$ cat config.mk
export PLATFORM = sky130hd
export DESIGN_NAME = axi_lite_adder_slave
export DESIGN_NICKNAME = d
export VERILOG_FILES = /design/src/rtl/axi_lite_adder_slave.sv
export SDC_FILE = /design/constraint.sdc
export NUM_CORES = 1
export LEC_CHECK = 0
export ABC_CLOCK_PERIOD_IN_PS = 6520
export CAP_MARGIN = 10
export CORE_AREA = 2 2 169 171
export DETAILED_ROUTE_END_ITERATION = 8
export DIE_AREA = 0 0 171 173
export PLACE_DENSITY = 0.6
export SKIP_CTS_REPAIR_TIMING = 1
export SYNTH_ARGS = -nofsm -noshare
export SYNTH_HDL_FRONTEND = slang
export SYNTH_SLANG_ARGS = --single-unit
$ cat constraint.sdc
create_clock -name s_axi_aclk -period 6.52 [get_ports s_axi_aclk]
set_input_delay 0.978 -clock s_axi_aclk [delete_from_list [all_inputs] [get_ports s_axi_aclk]]
set_output_delay 0.978 -clock s_axi_aclk [all_outputs]
set_load 0.005 [all_outputs]
$ cat src/rtl/axi_lite_adder_slave.sv
// ---------------------------------------------------------------------------
// axi_lite_adder_slave
//   AXI4-Lite register endpoint holding two operands (OPA, OPB) and exposing
//   their registered sum (RESULT) plus a STATUS word (carry + write count).
//   Window: BASE_ADDR .. BASE_ADDR+15, four 32-bit registers.
//     +0  OPA     RW, byte strobed
//     +4  OPB     RW, byte strobed
//     +8  RESULT  RO, OPA+OPB mod 2^32 (one register stage behind operands)
//     +12 STATUS  RO, [16] carry-out, [15:0] saturating operand-write count
//
// Ports
//   s_axi_aclk / s_axi_aresetn   clock, asynchronous active-low reset
//   s_axi_aw*                    write address channel
//   s_axi_w*                     write data channel (top strobe bit ignored)
//   s_axi_b*                     write response channel
//   s_axi_ar*                    read address channel
//   s_axi_r*                     read data channel
// Responses: OKAY = 0, SLVERR = 2 (out of window, misaligned, write to RO).
// ---------------------------------------------------------------------------
module axi_lite_adder_slave #(
  parameter int DATA_WIDTH = 32,
  parameter int ADDR_WIDTH = 8,
  parameter int RESP_WIDTH = 3,
  parameter int BASE_ADDR  = 0
) (
  input  logic                      s_axi_aclk,
  input  logic                      s_axi_aresetn,
  input  logic [ADDR_WIDTH-1:0]     s_axi_awaddr,
  input  logic                      s_axi_awvalid,
  output logic                      s_axi_awready,
  input  logic [DATA_WIDTH-1:0]     s_axi_wdata,
  input  logic [DATA_WIDTH/8:0]     s_axi_wstrb,
  input  logic                      s_axi_wvalid,
  output logic                      s_axi_wready,
  output logic [RESP_WIDTH-1:0]     s_axi_bresp,
  output logic                      s_axi_bvalid,
  input  logic                      s_axi_bready,
  input  logic [ADDR_WIDTH-1:0]     s_axi_araddr,
  input  logic                      s_axi_arvalid,
  output logic                      s_axi_arready,
  output logic [DATA_WIDTH-1:0]     s_axi_rdata,
  output logic [RESP_WIDTH-1:0]     s_axi_rresp,
  output logic                      s_axi_rvalid,
  input  logic                      s_axi_rready
);

  localparam int NBYTES = DATA_WIDTH / 8;
  localparam logic [ADDR_WIDTH-1:0] BASE        = ADDR_WIDTH'(BASE_ADDR);
  localparam logic [RESP_WIDTH-1:0] RESP_OKAY   = '0;
  localparam logic [RESP_WIDTH-1:0] RESP_SLVERR = RESP_WIDTH'(2);

  // Holding registers
  logic                  aw_full_q, aw_full_d;
  logic [ADDR_WIDTH-1:0] aw_addr_q, aw_addr_d;
  logic                  w_full_q,  w_full_d;
  logic [DATA_WIDTH-1:0] w_data_q,  w_data_d;
  logic [NBYTES-1:0]     w_strb_q,  w_strb_d;
  // Response state
  logic                  bvalid_q,  bvalid_d;
  logic [RESP_WIDTH-1:0] bresp_q,   bresp_d;
  logic                  rvalid_q,  rvalid_d;
  logic [RESP_WIDTH-1:0] rresp_q,   rresp_d;
  logic [DATA_WIDTH-1:0] rdata_q,   rdata_d;
  // Register file and sum pipeline
  logic [DATA_WIDTH-1:0] opa_q,     opa_d;
  logic [DATA_WIDTH-1:0] opb_q,     opb_d;
  logic [DATA_WIDTH-1:0] result_q,  result_d;
  logic                  carry_q,   carry_d;
  logic [15:0]           cnt_q,     cnt_d;

  logic                  aw_hs, w_hs, ar_hs, commit;
  logic [ADDR_WIDTH-1:0] wr_addr, wr_off, rd_off;
  logic [DATA_WIDTH-1:0] wr_data;
  logic [NBYTES-1:0]     wr_strb;
  logic                  wr_ok, rd_ok;
  logic [DATA_WIDTH-1:0] rd_val;
  logic                  unused_strb_top;

  assign unused_strb_top = s_axi_wstrb[NBYTES];

  // Readies are gated by the reset input so they drop the instant reset
  // asserts and rise in the first cycle after release.
  assign s_axi_awready = s_axi_aresetn & ~aw_full_q & ~bvalid_q;
  assign s_axi_wready  = s_axi_aresetn & ~w_full_q  & ~bvalid_q;
  assign s_axi_arready = s_axi_aresetn & ~rvalid_q;
  assign s_axi_bvalid  = bvalid_q;
  assign s_axi_bresp   = bresp_q;
  assign s_axi_rvalid  = rvalid_q;
  assign s_axi_rresp   = rresp_q;
  assign s_axi_rdata   = rdata_q;

  always_comb begin
    aw_hs  = s_axi_awvalid & s_axi_awready;
    w_hs   = s_axi_wvalid  & s_axi_wready;
    ar_hs  = s_axi_arvalid & s_axi_arready;
    // A write commits on the edge where both halves are available, whether
    // they come from the holding registers or from this edge's handshake.
    commit = (aw_full_q | aw_hs) & (w_full_q | w_hs);

    wr_addr = aw_full_q ? aw_addr_q : s_axi_awaddr;
    wr_data = w_full_q  ? w_data_q  : s_axi_wdata;
    wr_strb = w_full_q  ? w_strb_q  : s_axi_wstrb[NBYTES-1:0];

    // Offset subtraction wraps for addresses below BASE, so a single
    // "upper bits zero" test covers both window bounds.
    wr_off = wr_addr - BASE;
    wr_ok  = (wr_off[ADDR_WIDTH-1:4] == '0) && (wr_off[1:0] == 2'b00) && !wr_off[3];
    rd_off = s_axi_araddr - BASE;
    rd_ok  = (rd_off[ADDR_WIDTH-1:4] == '0) && (rd_off[1:0] == 2'b00);

    case (rd_off[3:2])
      2'd0:    rd_val = opa_q;
      2'd1:    rd_val = opb_q;
      2'd2:    rd_val = result_q;
      default: rd_val = {{(DATA_WIDTH-17){1'b0}}, carry_q, cnt_q};
    endcase

    aw_full_d = aw_full_q | aw_hs;
    aw_addr_d = aw_hs ? s_axi_awaddr : aw_addr_q;
    w_full_d  = w_full_q | w_hs;
    w_data_d  = w_hs ? s_axi_wdata : w_data_q;
    w_strb_d  = w_hs ? s_axi_wstrb[NBYTES-1:0] : w_strb_q;
    bvalid_d  = bvalid_q & ~s_axi_bready;
    bresp_d   = bresp_q;
    opa_d     = opa_q;
    opb_d     = opb_q;
    cnt_d     = cnt_q;

    if (commit) begin
      aw_full_d = 1'b0;
      w_full_d  = 1'b0;
      bvalid_d  = 1'b1;
      bresp_d   = wr_ok ? RESP_OKAY : RESP_SLVERR;
      if (wr_ok) begin
        for (int i = 0; i < NBYTES; i++) begin
          if (wr_strb[i]) begin
            if (wr_off[2]) opb_d[8*i +: 8] = wr_data[8*i +: 8];
            else           opa_d[8*i +: 8] = wr_data[8*i +: 8];
          end
        end
        if (cnt_q != 16'hFFFF) cnt_d = cnt_q + 16'd1;
      end
    end

    // Sum stage: follows the operand registers by one cycle.
    {carry_d, result_d} = {1'b0, opa_q} + {1'b0, opb_q};

    rvalid_d = rvalid_q & ~s_axi_rready;
    rresp_d  = rresp_q;
    rdata_d  = rdata_q;
    if (ar_hs) begin
      rvalid_d = 1'b1;
      rresp_d  = rd_ok ? RESP_OKAY : RESP_SLVERR;
      rdata_d  = rd_ok ? rd_val : '0;
    end
  end

  always_ff @(posedge s_axi_aclk or negedge s_axi_aresetn) begin
    if (!s_axi_aresetn) begin
      aw_full_q <= 1'b0;
      aw_addr_q <= '0;
      w_full_q  <= 1'b0;
      w_data_q  <= '0;
      w_strb_q  <= '0;
      bvalid_q  <= 1'b0;
      bresp_q   <= '0;
      rvalid_q  <= 1'b0;
      rresp_q   <= '0;
      rdata_q   <= '0;
      opa_q     <= '0;
      opb_q     <= '0;
      result_q  <= '0;
      carry_q   <= 1'b0;
      cnt_q     <= '0;
    end else begin
      aw_full_q <= aw_full_d;
      aw_addr_q <= aw_addr_d;
      w_full_q  <= w_full_d;
      w_data_q  <= w_data_d;
      w_strb_q  <= w_strb_d;
      bvalid_q  <= bvalid_d;
      bresp_q   <= bresp_d;
      rvalid_q  <= rvalid_d;
      rresp_q   <= rresp_d;
      rdata_q   <= rdata_d;
      opa_q     <= opa_d;
      opb_q     <= opb_d;
      result_q  <= result_d;
      carry_q   <= carry_d;
      cnt_q     <= cnt_d;
    end
  end

endmodule

==> results.toml, run 1 <==
[finish]
area.growth.synth_to_final_pct = 19.8
layout.cells.non_filler = 1333
final_cell_mix = "194 x dfrtp_1, 109 x a21oi_1, 109 x nor2_1"
drive_gt1_frac = 0.138
layout_commonest_cell = "dfrtp_1"
n_antenna_cell = 0
nets = 1037

[sta]
grt_setup_unrepaired = "no"
post-route-period-util = 0.502
setup_viol = 0
worst_hold_slack_ns = 0.478
fin_worst_skew_ns = 0.0108
tightest_slew_ns = 0.873
max_clock_freq_mhz = 306
maxSlewHeadroom = 0.418
finalHoldViolCount = 0
finalSetupTns_ns = 0
period_needed_ns = 3.27
maxSlewViolCount = 0
fin_ws_ns = 3.25

[power_and_ir_drop]
p_leak_nw = 5.22
power.density_nw_per_um2 = 300
ir_worst_vdd_v = 0.000138

[critical_path]
end_kind = "output pin"
slowest_delay_ns = 0.53
required_ns = 5.54
arrival_ns = 2.29
cp_max_fo = 71
start_kind = "input pin"
worstPathCellList = "clkbuf_8 > nand2_1 > nor2_1 > clkdlybuf4s50_1"
critPathKind = "input pin to output pin"
cpMaxStageDelayCell = "clkdlybuf4s50_1"
r2r_slack_ns = 3.68

[yosys]
yosys_most_used_dff = "dfrtp_1"
syn_area_um2 = 9590
synth_simple_gate_area_frac = 0.0983
synth-compound-area-share = 0.136
avgSynthCellArea_um2 = 11.2
ys_seq_elements = 195
synth-seq-area-share = 0.509
synth.area.mux_share = 0.148
synth_fa_ha_area_frac = 0.0452
yosysTopAreaCell = "dfrtp_1"
synth_cell_type_count = 61
synth_top_family_by_area = "multiplexers"
async_reset_ff_frac = 1.00
syn_inst = 856
synth_area_leaders = "dfrtp_1 51%, a21oi_1 5.7%, mux2i_1 5.4%"
yosys.area.top_type_share = 0.509
synthXorXnorAreaFrac = 0.0393
ys_warn_count = 0
synth_edf_count = 0

[global_routing]
grt_max_degree = 72
grt_first_pass_wirelength_mm = 36.3
grt_pass1_vias = 6597
grt_overflow = 0
grt.total_usage = 0.156
antenna_found_initial = 0

[clock_network]
cts.reportedPaths.clkPinSlew_ns = 0.07
clk_latency_ns = 0.44
ctsHtreeMaxLevel = 4
cts_tree = "done"
cts_buffer_depth = 2
cts_buffers = 17
root_buffer = "clkbuf_16"
clock_sinks = 195

[job]
drv_cap = 0

[placement]
globalplace.congestion = 0.879
dp_cells = 1301
place_ws_ns = 2.92
portBuffers = 97
dpl.hpwl_mm = 16.0

[drt]
drc_errors = 0
vias = 6626
viasPerCell = 4.97
ant_nets = 0
dr.pass1.iters = 5
wire_per_inst_um = 16.5
wl_mm = 22.0
drt-initial-drc-count = 450

[floorplan]
die_h_um = 173
dieArea_um2 = 29600
initial_utilization = 0.347
fp.dieW_um = 171
fp.coreArea_um2 = 27600
pin_count = 103
rows = 61

[run_status]
status = "finished clean"

[hold_path]
min_path_type = "flop to flop"
-- final cells by class --
type / instances / area, um^2
fillers: 2668 / 16100
flip-flops and latches: 195 / 4880
multi-input cells: 613 / 4490
repair buffers: 106 / 1040
well taps: 378 / 473
clock buffers: 20 / 437
clock inverters: 11 / 130
inverters: 10 / 37.5
-- sequential cells by signal (all words and copies together) (netlist names), 4 cells and up --
signal	count
aw_addr_q	8
opa_q	32
w_data_q	32
result_q	32
cnt_q	16
s_axi_rdata	32
w_strb_q	4
opb_q	32
-- final timing paths --
path	from	end	cells after the start
max	s_axi_aresetn	s_axi_wready	4
min in group asynchronous	s_axi_aresetn	s_axi_bresp[1]	1
min	s_axi_rdata[31]	s_axi_rdata[31]	2
max in group asynchronous	s_axi_aresetn	s_axi_rdata[31]	2
min reg2reg	s_axi_rdata[31]	s_axi_rdata[31]	2
max reg2reg	opa_q[0]	result_q[20]	10
-- synthesized netlist by cell type, types with 2 or more instances --
master and count:
nor2_2 9, and2_1 3, a31oi_1 4, a221oi_2 2, buf_2 19, nor2b_1 4
xnor2_1 29, mux4_2 17, o21bai_1 4, a21oi_1 109, ha_1 33, nor4_1 3
and3_1 4, or2_2 4, o211ai_1 2, nand2_1 38, buf_4 4, mux2i_1 52
or4_1 2, nand4_1 11, nand2b_1 3, nand3_2 2, buf_1 3, dfrtp_1 195
o21ai_1 5, o31ai_1 3, inv_1 10, mux2_2 46, a22o_1 17, o21ai_0 27
a211oi_2 2, a211oi_1 2, xor2_1 14, clkbuf_1 15, nor2_1 109, nand3_1 6
nor3_1 5, a21o_1 16
-- where the power goes --
| part | leakage, nW | total [W] | internal, W | switching, W |
|---|---|---|---|---|
| clock network | 0.268 | 0.00103 | 0.000566 | 0.000465 |
| registers | 2.59 | 0.00164 | 0.00147 | 0.000164 |
| logic | 2.37 | 0.000775 | 0.000396 | 0.000379 |
-- per-layer routing --
layer  global-route usage  share of wire  vias to the layer above
met2                0.211           0.41                      126
met5                    0              0                        -
met3               0.0339          0.047                       20
li1                     -              -                     3237
met1                0.248           0.54                     3243
met4               0.0403         0.0094                        0
-- kinds of logic after synthesis --
kind of cell               Yosys count
muxes                              115
and+or+nand+nor                    208
xor gates and xnor gates            43
other                                1
adders and majority gates           34
AOI/OAI and AO/OA                  209
buffers and inverters               51
DFF                                195
-- worst max-delay path: cells and delay by family --
kind / cells / cell delay (ns)
buffers and inverters: 2 / 1.00
AND/OR/NAND/NOR: 2 / 0.30
-- stage by stage --
| step | area [um^2] | power (W) | util |
|---|---|---|---|
| floorplan | 9600 | 0.00219 | - |
| global placement | 10900 | 0.00241 | 0.395 |
| detailed placement | 10900 | 0.00243 | 0.395 |
| CTS | 11500 | 0.00348 | 0.415 |
| global route | 11500 | 0.00364 | 0.416 |
| finish | 11500 | 0.00344 | 0.416 |
(Power assumes the default switching activity.)
==> inputs of run 2 (changes only) <==
Settings changed: ABC_CLOCK_PERIOD_IN_PS 6520 to 3200.
Clock period 6.52 ns to 3.2 ns, I/O delays scaled along.
==> run 2 against run 1 <==
Effect of this change: clock skew increased by 0.0031 ns; critical path depth is 6 higher; clock power increased by 120%; setup slack worse by 2.8 ns; sequential power increased by 100%; non-clock buffer count grew 9; combinational power up 110%; die area unchanged; register-to-register slack worse by 3.3 ns; core utilization grew 0.50 points; cell count is 0.75% higher; critical path type is now flop to flop.
==> results.toml, run 2 (same netlist as run 1, synthesis figures left out) <==
[finish]
nets = 1046
final_cell_mix = "194 x dfrtp_1, 109 x a21oi_1, 109 x nor2_1"
drive_gt1_frac = 0.150
fin_util = 0.421
n_antenna_cell = 0
stdcell_area_um2 = 11600
layout_commonest_cell = "dfrtp_1"
area.growth.synth_to_final_pct = 21.2

[floorplan]
rows = 61
initial_utilization = 0.347
die_h_um = 173
pin_count = 103
dieArea_um2 = 29600
fp.dieW_um = 171
fp.coreArea_um2 = 27600

[critical_path]
cpMaxStageDelayCell = "fa_1"
slowest_delay_ns = 0.44
worstPathCellList = "ha_1 > fa_1 > a211oi_2 > nor2_2 > o21ai_2 > o311ai_4 > a21bo_2 > a21o_1 > a21oi_1 > xnor2_1"
end_kind = "flop"
critPathKind = "flop to flop"
arrival_ns = 3.14
cp_top_family = "compound AO/OA/AOI/OAI gates"
crit_buf_inv = 0
start_kind = "flop"
cp_max_fo = 5
required_ns = 3.57

[drt]
dr.pass1.iters = 5
wire_per_inst_um = 16.3
viasPerCell = 4.93
drc_errors = 0
vias = 6622
wl_mm = 21.9
ant_nets = 0
drt-initial-drc-count = 434

[sta]
maxSlewViolCount = 0
setup_viol = 0
maxSlewHeadroom = 0.388
tightest_slew_ns = 0.918
post-route-period-util = 0.867
fin_worst_skew_ns = 0.0138
period_needed_ns = 2.77
max_clock_freq_mhz = 361
grt_setup_unrepaired = "no"
finalSetupTns_ns = 0
finalHoldViolCount = 0

[global_routing]
grt_overflow = 0
antenna_found_initial = 0
grt_first_pass_wirelength_mm = 35.6
grt.total_usage = 0.154
grt_max_degree = 74
grt_pass1_vias = 6358

[clock_network]
clock_sinks = 195
cts_buffers = 17
root_buffer = "clkbuf_16"
cts_buffer_depth = 2
cts_tree = "done"
clk_latency_ns = 0.45
ctsHtreeMaxLevel = 4
cts.reportedPaths.clkPinSlew_ns = 0.08

[placement]
dpl.hpwl_mm = 16.3
portBuffers = 97
globalplace.congestion = 0.884
dpl_cell_area_um2 = 11000

[run_status]
status = "finished clean"

[power_and_ir_drop]
power.density_nw_per_um2 = 616
total_power_w = 0.00716
p_leak_nw = 5.30
ir_worst_vdd_v = 0.000313

[hold_path]
min_path_type = "input pin to asynchronous set/reset pin"

[job]
drv_cap = 0
## run 2: changes by cell type in the layout (fill, tap and decap cells not counted), sizes merged
cell	delta
clkbuf	-3
buf	+9
inv	+7
clkinv	-3
## run 2: worst reg2reg max path: stages, from the launching register on
cell	delay, ns
dfrtp_1	0.40
ha_1	0.26
fa_1	0.44
a211oi_2	0.25
nor2_2	0.09
o21ai_2	0.32
o311ai_4	0.18
a21bo_2	0.26
a21o_1	0.17
a21oi_1	0.18
xnor2_1	0.14
## run 2: final cells by class
class	count	area [um^2]
Clock buffer	17	425
Clock inverter	15	188
Fill cell	2692	16000
Inverter	10	37.5
Multi-Input combinational cell	613	4490
Sequential cell	195	4880
Tap cell	378	473
Timing Repair Buffer	115	1130
## run 2: routing by layer
| metal | GRT usage | wire [um] | share of wire |
|---|---|---|---|
| met5 | 0 | 0 | 0 |
| met4 | 0.0452 | 271 | 0.012 |
| met3 | 0.0332 | 1000 | 0.046 |
| met2 | 0.209 | 8840 | 0.40 |
| met1 | 0.244 | 11800 | 0.54 |
## run 2: stage by stage
step	std cells	hold slack [ns]	setup slack, ns
2_1_floorplan	859	0.184	0.709
3_3_place_gp	1311	0.464	0.466
3_5_place_dp	1311	0.471	0.450
4_1_cts	1343	0.0819	0.427
5_1_grt	1343	0.101	0.244
6_report	1343	0.0692	0.427
## run 2: power breakdown
group	internal, W	switching, W	total, W
Combinational	0.000816	0.000781	0.00160
Sequential	0.00300	0.000327	0.00332
Clock	0.00119	0.00105	0.00224
Total	0.00500	0.00215	0.00716
## run 2: worst paths after layout
kind | from | endpoint | cells past startpoint | slack (ns)
worst max-delay path | opa_q[0] | result_q[20] | 10 | 0.43
worst min-delay path | s_axi_aresetn | w_data_q[0] | 2 | 0.07
worst max register to register | opa_q[0] | result_q[20] | 10 | 0.43
max in group asynchronous | s_axi_aresetn | opb_q[29] | 3 | 1.73
worst min register to register | s_axi_rdata[31] | s_axi_rdata[31] | 2 | 0.48
min in group s_axi_aclk | s_axi_rdata[31] | s_axi_rdata[31] | 2 | 0.48
==> inputs of run 3 (changes only) <==
Settings changed: ABC_AREA set to 1, CORE_AREA 2 2 169 171 to 2 2 179 181, CTS_CLUSTER_DIAMETER set to 60, DIE_AREA 0 0 171 173 to 0 0 181 183, RECOVER_POWER set to 50.
==> run 3 against run 2 <==
Effect of this change: the run now ends with capacitance limit, slew limit left; clock power hardly changed; critical path depth up 1; clock-buffer cell count unchanged; flip-flop and latch count unchanged; critical endpoint is now cnt_q[10]; global-route usage up 1.8 points; critical path type is now input pin to flop.
==> results.toml, run 3 <==
[placement]
portBuffers = 97
dp_cells = 1878
dpl.hpwl_mm = 21.0
dpl_cell_area_um2 = 12200
globalplace.congestion = 0.877

[clock_network]
cts_buffers = 17
cts_buffer_depth = 2
ctsHtreeMaxLevel = 4
clk_latency_ns = 0.44
root_buffer = "clkbuf_16"
cts.reportedPaths.clkPinSlew_ns = 0.08
clock_sinks = 195
cts_tree = "done"

[sta]
setup_viol = 0
grt_setup_unrepaired = "no"
post-route-period-util = 0.854
finalHoldViolCount = 0
maxSlewHeadroom = -0.160
period_needed_ns = 2.73
fin_worst_skew_ns = 0.0165
worst_hold_slack_ns = 0.476
finalSetupTns_ns = 0
tightest_slew_ns = 1.74
maxSlewViolCount = 72
max_clock_freq_mhz = 366

[finish]
final_cell_mix = "483 x nand2_1, 195 x dfrtp_1, 181 x inv_1"
stdcell_area_um2 = 12800
area.growth.synth_to_final_pct = 17.8
layout_commonest_cell = "nand2_1"
drive_gt1_frac = 0.0550
nets = 1590
n_antenna_cell = 0
layout.cells.non_filler = 1911

[power_and_ir_drop]
seqPwrFrac = 0.468
ir_worst_vdd_v = 0.000335
switching_power_w = 0.00218
power_frac_comb = 0.204
switching_share = 0.321
internal_power_w = 0.00463
clock_power_share = 0.328
power.density_nw_per_um2 = 534
p_leak_nw = 6.77

[drt]
vias = 9073
viasPerCell = 4.75
wire_per_inst_um = 14.5
wl_mm = 27.6
ant_nets = 0
drt-initial-drc-count = 660
dr.pass1.iters = 6
drc_errors = 0

[hold_path]
min_path_type = "flop to flop"
worstHoldStart = "s_axi_rdata[16]"

[critical_path]
arrival_ns = 3.06
required_ns = 3.53
critPathLaunch = "s_axi_aresetn"
reg2reg_from = "opa_q[0]"
cp_max_fo = 26
start_kind = "input pin"
critPathKind = "input pin to flop"
end_kind = "flop"

[floorplan]
initial_utilization = 0.347
fp.coreArea_um2 = 31200
die_h_um = 183
dieArea_um2 = 33100
fp.dieW_um = 181
rows = 65
pin_count = 103

[yosys]
ys_seq_elements = 195
async_reset_ff_frac = 1.00
yosysTopAreaCell = "dfrtp_1"
ys_warn_count = 0
synth_area_leaders = "dfrtp_1 45%, nand2_1 17%, inv_1 6.3%"
syn_area_um2 = 10800
synth_cell_type_count = 40
yosys.area.top_type_share = 0.450
synthTopCellsByCount = "481 x nand2_1, 195 x dfrtp_1, 181 x inv_1"
synth_edf_count = 0
avgSynthCellArea_um2 = 7.68
syn_inst = 1410
synth-seq-area-share = 0.450
yosys_most_used_dff = "dfrtp_1"
yosysMostFrequentCell = "nand2_1"

[global_routing]
grt.total_usage = 0.172
grt_max_degree = 72
grt_overflow = 0
grt_first_pass_wirelength_mm = 45.4
antenna_found_initial = 0
grt_pass1_vias = 8795

[job]
drv_cap = 1

[run_status]
violations = "capacitance limit, slew limit"
status = "complete, but fails checks"
## run 3: cell type report
cell class / instances / area [um^2]
Clock buffer: 17 / 425
Fill cell: 3242 / 18500
Tap cell: 402 / 503
Timing Repair Buffer: 111 / 1070
Multi-Input combinational cell: 986 / 5000
Sequential cell: 195 / 4880
Clock inverter: 15 / 185
Inverter: 185 / 694
## run 3: worst paths after layout
kind | cells after the start | endpoint | slack [ns]
worst min-delay path | 2 | s_axi_rdata[16] | 0.48
worst max register to register | 12 | result_q[28] | 0.99
min in group asynchronous | 2 | s_axi_rdata[30] | 0.49
max in group asynchronous | 4 | result_q[9] | 0.72
worst min register to register | 2 | s_axi_rdata[16] | 0.48
worst max-delay path | 11 | cnt_q[10] | 0.47
## run 3: layer usage
| layer | wire (um) | global-route usage | vias up |
|---|---|---|---|
| li1 | - | - | 4675 |
| met1 | 14400 | 0.255 | 4169 |
| met2 | 11900 | 0.266 | 210 |
| met3 | 1070 | 0.0236 | 19 |
| met4 | 263 | 0.0429 | 0 |
| met5 | 0 | 0 | - |
## run 3: cells by family after synthesis
group | after synthesis | synth area share
flip-flops | 195 | 0.450
multiplexers | 9 | 0.00889
AO/OA/AOI/OAI | 244 | 0.126
XOR/XNOR | 25 | 0.0202
other | 1 | 0.000346
adder cells (fa/ha/maj) | 34 | 0.0400
AND/OR/NAND/NOR | 670 | 0.265
buffers and inverters | 232 | 0.0889
## run 3: stage by stage
stage | setup slack [ns] | util | total power [W]
after floorplan | 1.37 | - | 0.00413
after global placement | 0.748 | 0.389 | 0.00459
after detailed placement | 0.720 | 0.389 | 0.00463
after CTS | 0.990 | 0.409 | 0.00687
after global routing | 0.214 | 0.409 | 0.00724
final | 0.468 | 0.409 | 0.00681
## run 3: worst max-delay path, cell delays in order
cell and delay (ns):
dlygate4sd3_1 0.54, clkbuf_8 0.28, inv_2 0.16, nor3_2 0.18
nand2_1 0.36, nand2_4 0.22, nand2_8 0.11, nor2_8 0.33
nand2_4 0.20, nand2_1 0.10, nand2_1 0.05
## run 3: power by group through the flow
| stage | registers (W) | clock network [W] | logic (W) |
|---|---|---|---|
| 6_report | 0.00318 | 0.00223 | 0.00139 |
| 5_1_grt | 0.00324 | 0.00240 | 0.00160 |
| 4_1_cts | 0.00318 | 0.00228 | 0.00141 |
| 3_5_place_dp | 0.00323 | 0 | 0.00141 |
| 3_3_place_gp | 0.00321 | 0 | 0.00138 |
| 2_1_floorplan | 0.00315 | 0 | 0.000988 |
